<file path="src/rtl/regfile_wb_read_pkg.sv">
// Shared constants for the writeback-side register file.
// Holds the data width, register count and the architecturally special indices.
package regfile_wb_read_pkg;

    localparam int DATA_W   = 32;
    localparam int NUM_REGS = 32;
    localparam int IDX_W    = 5;

    typedef logic [DATA_W-1:0] word_t;
    typedef logic [IDX_W-1:0]  regIdx_t;

    // $r0 is hardwired to zero, $r30 holds exception status, $r31 is the jal link target
    localparam regIdx_t REG_ZERO    = 5'd0;
    localparam regIdx_t REG_RSTATUS = 5'd30;
    localparam regIdx_t REG_RA      = 5'd31;

endpackage

</file>
<file path="src/rtl/regfile_wb_read_reg32.sv">
// One register of the file: a DATA_W-wide flop bank with load enable and
// synchronous active-high clear. Clear takes priority over load.
module reg32
    import regfile_wb_read_pkg::*;
(
    input  logic              clock,
    input  logic              i_reset,
    input  logic              i_en,
    input  logic [DATA_W-1:0] i_d,
    output logic [DATA_W-1:0] o_q
);

    logic [DATA_W-1:0] r_q;

    // Hold the stored word; clear wins over a load arriving in the same cycle
    always_ff @(posedge clock) begin
        if (i_reset) begin
            r_q <= '0;
        end else if (i_en) begin
            r_q <= i_d;
        end
    end

    assign o_q = r_q;

endmodule

</file>
<file path="src/rtl/regfile_wb_read.sv">
// Architectural register file between the write stage and decode.
// One general write port, one dedicated $r30 (rstatus) write port, two
// combinational read ports and a registered rstatus view.
// Optional feature: define WB_BYPASS_EN to forward same-cycle write data to
// the read ports so decode needs no stall on a writeback/read match.
module regfile_wb_read
    import regfile_wb_read_pkg::*;
(
    input  logic              clock,
    input  logic              ctrl_reset,
    input  logic              ctrl_writeEnable,
    input  logic [IDX_W-1:0]  ctrl_writeReg,
    input  logic [DATA_W-1:0] data_writeReg,
    input  logic              ctrl_writeStatus,
    input  logic [DATA_W-1:0] data_writeStatusReg,
    input  logic [IDX_W-1:0]  ctrl_readRegA,
    input  logic [IDX_W-1:0]  ctrl_readRegB,
    output logic [DATA_W-1:0] data_readRegA,
    output logic [DATA_W-1:0] data_readRegB,
    output logic [DATA_W-1:0] data_rstatus
);

    logic [DATA_W-1:0] w_regs [NUM_REGS];

    // $r0 has no storage at all
    assign w_regs[0] = '0;

    genvar gi;
    generate
        for (gi = 1; gi < NUM_REGS; gi++) begin : g_reg
            localparam regIdx_t LIDX = IDX_W'(gi);

            logic              w_genHit;
            logic              w_statusHit;
            logic              w_en;
            logic [DATA_W-1:0] w_d;

            // The status port only ever targets $r30 and beats the general port there
            assign w_genHit    = ctrl_writeEnable && (ctrl_writeReg == LIDX);
            assign w_statusHit = ctrl_writeStatus && (LIDX == REG_RSTATUS);
            assign w_en        = w_genHit || w_statusHit;
            assign w_d         = w_statusHit ? data_writeStatusReg : data_writeReg;

            reg32 u_reg (
                .clock   (clock),
                .i_reset (ctrl_reset),
                .i_en    (w_en),
                .i_d     (w_d),
                .o_q     (w_regs[gi])
            );
        end
    endgenerate

    // Read port A: stored value, optionally overridden by a same-cycle write
    always_comb begin
        data_readRegA = w_regs[ctrl_readRegA];
`ifdef WB_BYPASS_EN
        if (!ctrl_reset) begin
            if (ctrl_writeStatus && (ctrl_readRegA == REG_RSTATUS)) begin
                data_readRegA = data_writeStatusReg;
            end else if (ctrl_writeEnable && (ctrl_readRegA == ctrl_writeReg) &&
                         (ctrl_readRegA != REG_ZERO)) begin
                data_readRegA = data_writeReg;
            end
        end
`endif
    end

    // Read port B: identical selection to port A
    always_comb begin
        data_readRegB = w_regs[ctrl_readRegB];
`ifdef WB_BYPASS_EN
        if (!ctrl_reset) begin
            if (ctrl_writeStatus && (ctrl_readRegB == REG_RSTATUS)) begin
                data_readRegB = data_writeStatusReg;
            end else if (ctrl_writeEnable && (ctrl_readRegB == ctrl_writeReg) &&
                         (ctrl_readRegB != REG_ZERO)) begin
                data_readRegB = data_writeReg;
            end
        end
`endif
    end

    // Branch-on-exception logic sees only committed state, never the bypass
    assign data_rstatus = w_regs[REG_RSTATUS];

endmodule
</file>
<file path="config.mk">
export PLATFORM = sky130hd
export DESIGN_NAME = regfile_wb_read
export DESIGN_NICKNAME = d
export VERILOG_FILES = /design/src/rtl/regfile_wb_read_pkg.sv /design/src/rtl/regfile_wb_read_reg32.sv /design/src/rtl/regfile_wb_read.sv
export SDC_FILE = /design/constraint.sdc
export NUM_CORES = 2
export LEC_CHECK = 0
export CORE_ASPECT_RATIO = 0.5
export CORE_UTILIZATION = 60
export CTS_BUF_LIST = sky130_fd_sc_hd__clkbuf_16
export CTS_CLUSTER_DIAMETER = 30
export CTS_CLUSTER_SIZE = 28
export DETAILED_ROUTE_END_ITERATION = 8
export PLACE_DENSITY = 0.78
export SLEW_MARGIN = 15
export SYNTH_ARGS = -nofsm -noshare
export SYNTH_HDL_FRONTEND = slang
export SYNTH_SLANG_ARGS = --single-unit
</file>
<file path="constraint.sdc">
create_clock -name clock -period 3.35 [get_ports clock]
set_input_delay 0.5025 -clock clock [delete_from_list [all_inputs] [get_ports clock]]
set_output_delay 0.5025 -clock clock [all_outputs]
set_load 0.03 [all_outputs]
</file>
; After elaboration in Yosys (flattened, before gate mapping)
; Index checks and enable logic that the tools add are counted.
[word_totals]
reg_bits = 992
input_bits = 83
out_inout_bits = 96
elab_cells = 105
[classes]
n_lt_le_gt_ge = 2
eq_ne = 31
n_mux = 7
bitwise_logic = 2
n_reduce_logical = 32
[op_table]
columns = operator, count
row1 = 32-bit binary-select mux with 5-bit select, 2
row2 = 32-bit two-way mux, 5
row3 = 5-bit == test (second input constant), 16
row4 = 5-bit by 4-bit == test with 1-bit output (second input constant), 8
row5 = 1-bit logical AND, 31
row6 = 5-bit by 3-bit == test with 1-bit output (second input constant), 4
row7 = 6-bit >= comparator (second input constant), 2
row8 = 5-bit NOT with 6-bit output, 2
row9 = 5-bit by 2-bit == test with 1-bit output (second input constant), 2
row10 = 5-bit by 1-bit == test with 1-bit output (second input constant), 1
row11 = 1-bit logical OR, 1

; Depth between registers and ports, before layout
[depth]
ltp_word = 4
depth_mapped = 8
ltp_nobuf = 4

; Hierarchy
; A second synthesis with hierarchy kept.
[hier_totals]
cells_unflattened = 4655
area_unflattened_um2 = 52811.9
[by_module_without_submodules]
columns = mod, n_inst, cells_each, area_per_inst_um2, seq_area_each_um2
row1 = reg32, 31, 103, 1163.6, 640.6
row2 = regfile_wb_read, 1, 1462, 16739.8, 0.0

; Least setup slack after synthesis
; No wires, ideal clock.
[synth_timing]
path_kind = input port to output port
from = input ctrl_readRegA[0]
to = output data_readRegA[11]
t_arrival_ns = 2.517
t_required_ns = 2.847
path_slack_ns = 0.330
cell_stages = 8
path_buffers = 4
path_cell_list = buf_2 -> buf_2 -> buf_2 -> buf_2 -> mux2i_1 -> o22ai_1 -> a211oi_1 -> o31ai_1
[synth_between]
elab_chain_len = 4
[synth_rtl]
columns = item, line_no
row1 = "start, declared", regfile_wb_read.sv:16  ; input logic [IDX_W-1:0] ctrl_readRegA,
row2 = 5-bit NOT with 6-bit output (implied by the code), regfile_wb_read.sv:56  ; data_readRegA = w_regs[ctrl_readRegA];
row3 = 32-bit binary-select mux with 5-bit select, regfile_wb_read.sv:56
row4 = 32-bit two-way mux (implied by the code) (2 in a row), regfile_wb_read.sv:56
row5 = "end, declared", regfile_wb_read.sv:18  ; output logic [DATA_W-1:0] data_readRegA,
; Every way passes these cells. The select of a mux whose other input is x is not followed.

; Worst setup path in the final report
[layout_timing]
from = register g_reg[30].u_reg.r_q[21]
to = output data_readRegB[21]
[layout_between]
elab_chain_len = 3
[layout_rtl]
columns = item, line_no
row1 = "start, declared", regfile_wb_read_reg32.sv:13  ; logic [DATA_W-1:0] r_q;
row2 = "start signal, assigned", regfile_wb_read_reg32.sv:20  ; r_q <= i_d;
row3 = 32-bit binary-select mux with 5-bit select, regfile_wb_read.sv:71  ; data_readRegB = w_regs[ctrl_readRegB];
row4 = 32-bit two-way mux (implied by the code) (2 in a row), regfile_wb_read.sv:71
row5 = "end, declared", regfile_wb_read.sv:19  ; output logic [DATA_W-1:0] data_readRegB,
; Every way passes these cells. The select of a mux whose other input is x is not followed.

==> results.json <==
{
  "synth-seq-area-share_pct": 39.29,
  "wl_mm": 209.3,
  "hold_viol": 0,
  "cp-startpoint": "g_reg[30].u_reg.o_q[21]",
  "r2r-start": "g_reg[30].u_reg.o_q[21]",
  "synthArstFlopShare_pct": 0,
  "status": "finished with violations",
  "dieArea_mm2": 0.08547,
  "cp_slowest_cell": "mux4_2",
  "max_cap_violations": 0,
  "post_synth_instance_area_mm2": 0.05054,
  "rr_worst_depth": 3,
  "p_leak_nw": 20.10,
  "htreeDepth": 4,
  "dp_hpwl_mm": 128.1,
  "gp_congestion": 1.016,
  "clk_latency_ps": 750,
  "areaGrowthSynthToFinish_pct": 18.18,
  "start_util_pct": 61.26,
  "rsz0062_at_grt": "false",
  "grt_pass1_vias": 48360,
  "syn_avg_cell_area_um2": 8.925,
  "cp-start-kind": "flip-flop",
  "placementRows": 74,
  "cts.sinks": 992,
  "cts_tree": "built",
  "hp-class": "input pin to flip-flop",
  "multi_input_area_mm2": 0.02840,
  "regArea_mm2": 0.01986,
  "power_mw": 29.54,
  "ys_warn_count": 0,
  "critPathMaxFanout": 3,
  "powerDensity_mw_per_mm2": 494.5,
  "hold-path-cell-count": 2,
  "dr.pass1.iters": 9,
  "synth_ff_type": "dfxtp_1",
  "dpl_cell_area_mm2": 0.05512,
  "grt_max_degree": 97,
  "critPathRequiredTime_ps": 2850,
  "design_area_mm2": 0.05973,
  "synthTopCellsByArea": "dfxtp_1, mux4_2, nand2_1, a21oi_1, clkbuf_1",
  "syn_nets": 5746,
  "tightest_slew_ps": 1306,
  "synth_seq_cells": 992,
  "finClkSkew_ps": 0,
  "setup_ws_ps": -67.71,
  "port-buffer-count": 178,
  "vias_per_cell": 7.247,
  "antenna_left": 0,
  "drive_gt1_share_pct": 21.52,
  "cpPeakStageDelay_ps": 540,
  "largest_reg_flops": 992,
  "worstSetupPathType": "flip-flop to primary output",
  "clockRootBuffer": "clkbuf_16",
  "fillCellCount": 5495,
  "cp_cell_sequence": "mux4_2 > mux4_2 > mux2_2 > buf_4",
  "ctsResizeCount": 0,
  "grt_use_met3_pct": 24.47,
  "vias": 49999,
  "cp_common_cell": "mux4_2",
  "period_minus_slack_ps": 3418,
  "antenna_found_initial": 7,
  "synth_edf_count": 0,
  "max_freq_mhz": 292.6,
  "placed_cells": 6647,
  "die_x_um": 412.4,
  "finalCritPeriodShare_pct": 102.0,
  "gr-usage-met1_pct": 60.35,
  "setup_violations": 3,
  "io_pins": 179,
  "drc": 11,
  "clk_path_buf_depth": 3,
  "worst-path-stages": 4,
  "crit_path_end_kind": "primary output",
  "track_usage_pct": 48.38,
  "nNetsFinal": 5766,
  "synth_area_leader_cell": "dfxtp_1",
  "path_clk_slew_ps": 60,
  "drt-initial-drc-count": 10090,
  "die_h_um": 207.2,
  "core-area_mm2": 0.08250,
  "grt_pass1_wl_mm": 306.4,
  "grt_overflow": 0,
  "synthDistinctLibCells": 34,
  "holdBufCountCts": 0,
  "critPathArrivalTime_ps": 2920,
  "crit_family": "multiplexers",
  "maxSlewViolCount": 0,
  "synth_top_area_share_pct": 39.29,
  "peakVddDrop_mv": 0.4233,
  "crit_buf_inv": 1,
  "use_met2_pct": 64.76,
  "violations": "design-rule violations, negative setup slack",
  "slew_headroom_pct": 12.93,
  "stdcell_count": 6899,
  "synth_cells": 5663,
  "hp-start": "ctrl_reset",
  "top_usage_layer": "met2",
  "cts_buffers": 136,
  "cts_setup_buffers": 0,
  "avgRoutedWirePerCell_um": 30.34
}
final timing paths:
check | endpoint | slack, ps
hold reg to reg | g_reg[14].u_reg.o_q[11] | 470
hold / removal | g_reg[26].u_reg.o_q[15] | 230
setup / recovery | data_readRegB[21] | -70
setup reg to reg | g_reg[30].u_reg.o_q[21] | 2020
cells by family (layout without fill, tap and decap cells):
logic type | count (synthesis) | after routing | share of synthesized area, %
mux | 672 | 672 | 25.43
flops | 992 | 992 | 39.29
compound gates | 1280 | 1280 | 14.26
other cells | 0 | 12 | 0
buf+inv | 616 | 738 | 4.956
simple gates | 2103 | 2103 | 16.06
layout by cell type, fill, tap and decap left out, drive strengths merged, types with 16 or more instances in the layout:
master | netlist | routed
o21ai | 64 | 64
dfxtp | 992 | 992
mux2 | 96 | 96
and2 | 49 | 49
o31ai | 32 | 32
clkinv | 0 | 41
mux4 | 480 | 480
clkbuf | 432 | 143
nand2 | 1981 | 1981
a21oi | 960 | 960
inv | 2 | 30
clkdlybuf4s50 | 0 | 103
bufinv | 0 | 16
a211oi | 32 | 32
mux2i | 96 | 96
buf | 182 | 393
a311oi | 32 | 32
nor2 | 46 | 46
a22o | 128 | 128
o22ai | 32 | 32
stage by stage:
stage	TNS (ps)	util, %	hold WS, ps	worst slack, ps
2_1_floorplan	0	-	442.4	330.4
3_3_place_gp	0	66.81	449.9	97.66
3_5_place_dp	0	66.81	458.6	49.91
4_1_cts	0	72.37	201.5	14.55
5_1_grt	0	72.38	240.6	20.47
6_report	-101.2	72.40	227.5	-67.71
metal layers:
metal	share of wire [%]	wire [um]	vias to the layer above
li1	-	-	19934
met4	7.9	16620	11
met5	0.18	376	-
met1	32	67250	23507
met2	39	82410	5150
met3	20	42660	1397
cell type report:
| class | instances | share of cell area, % |
|---|---|---|
| Multi-Input combinational cell | 4055 | 47.54 |
| Clock inverter | 97 | 1.678 |
| Clock buffer | 143 | 5.991 |
| Sequential cell | 992 | 33.25 |
| Antenna cell | 12 | 0.05027 |
| Timing Repair Buffer | 496 | 9.171 |
| Tap cell | 1102 | 2.308 |
| Inverter | 2 | 0.01257 |
synthesized netlist by cell type (2+ instances only):
cell,n
and2_1,41
buf_6,5
o31ai_1,32
dfxtp_1,992
clkbuf_1,431
mux2_2,96
a211oi_1,32
and4bb_2,2
and4b_1,3
buf_4,9
a311oi_1,32
o22ai_1,32
nand2b_1,3
buf_2,96
nor2b_1,6
nand2_1,1981
o21ai_0,64
nand4b_1,3
a22o_1,128
or2_2,2
nor3_1,4
a21oi_1,960
nor2_1,46
buf_1,72
mux2i_1,96
and2_0,8
mux4_2,480
power breakdown:
part	switching (mW)	leakage [nW]	internal, mW
Clock	5.83	2.27	9.02
Sequential	0.121	8.00	11.9
Combinational	1.68	9.83	0.972
Power figures use the tool's default switching activity.
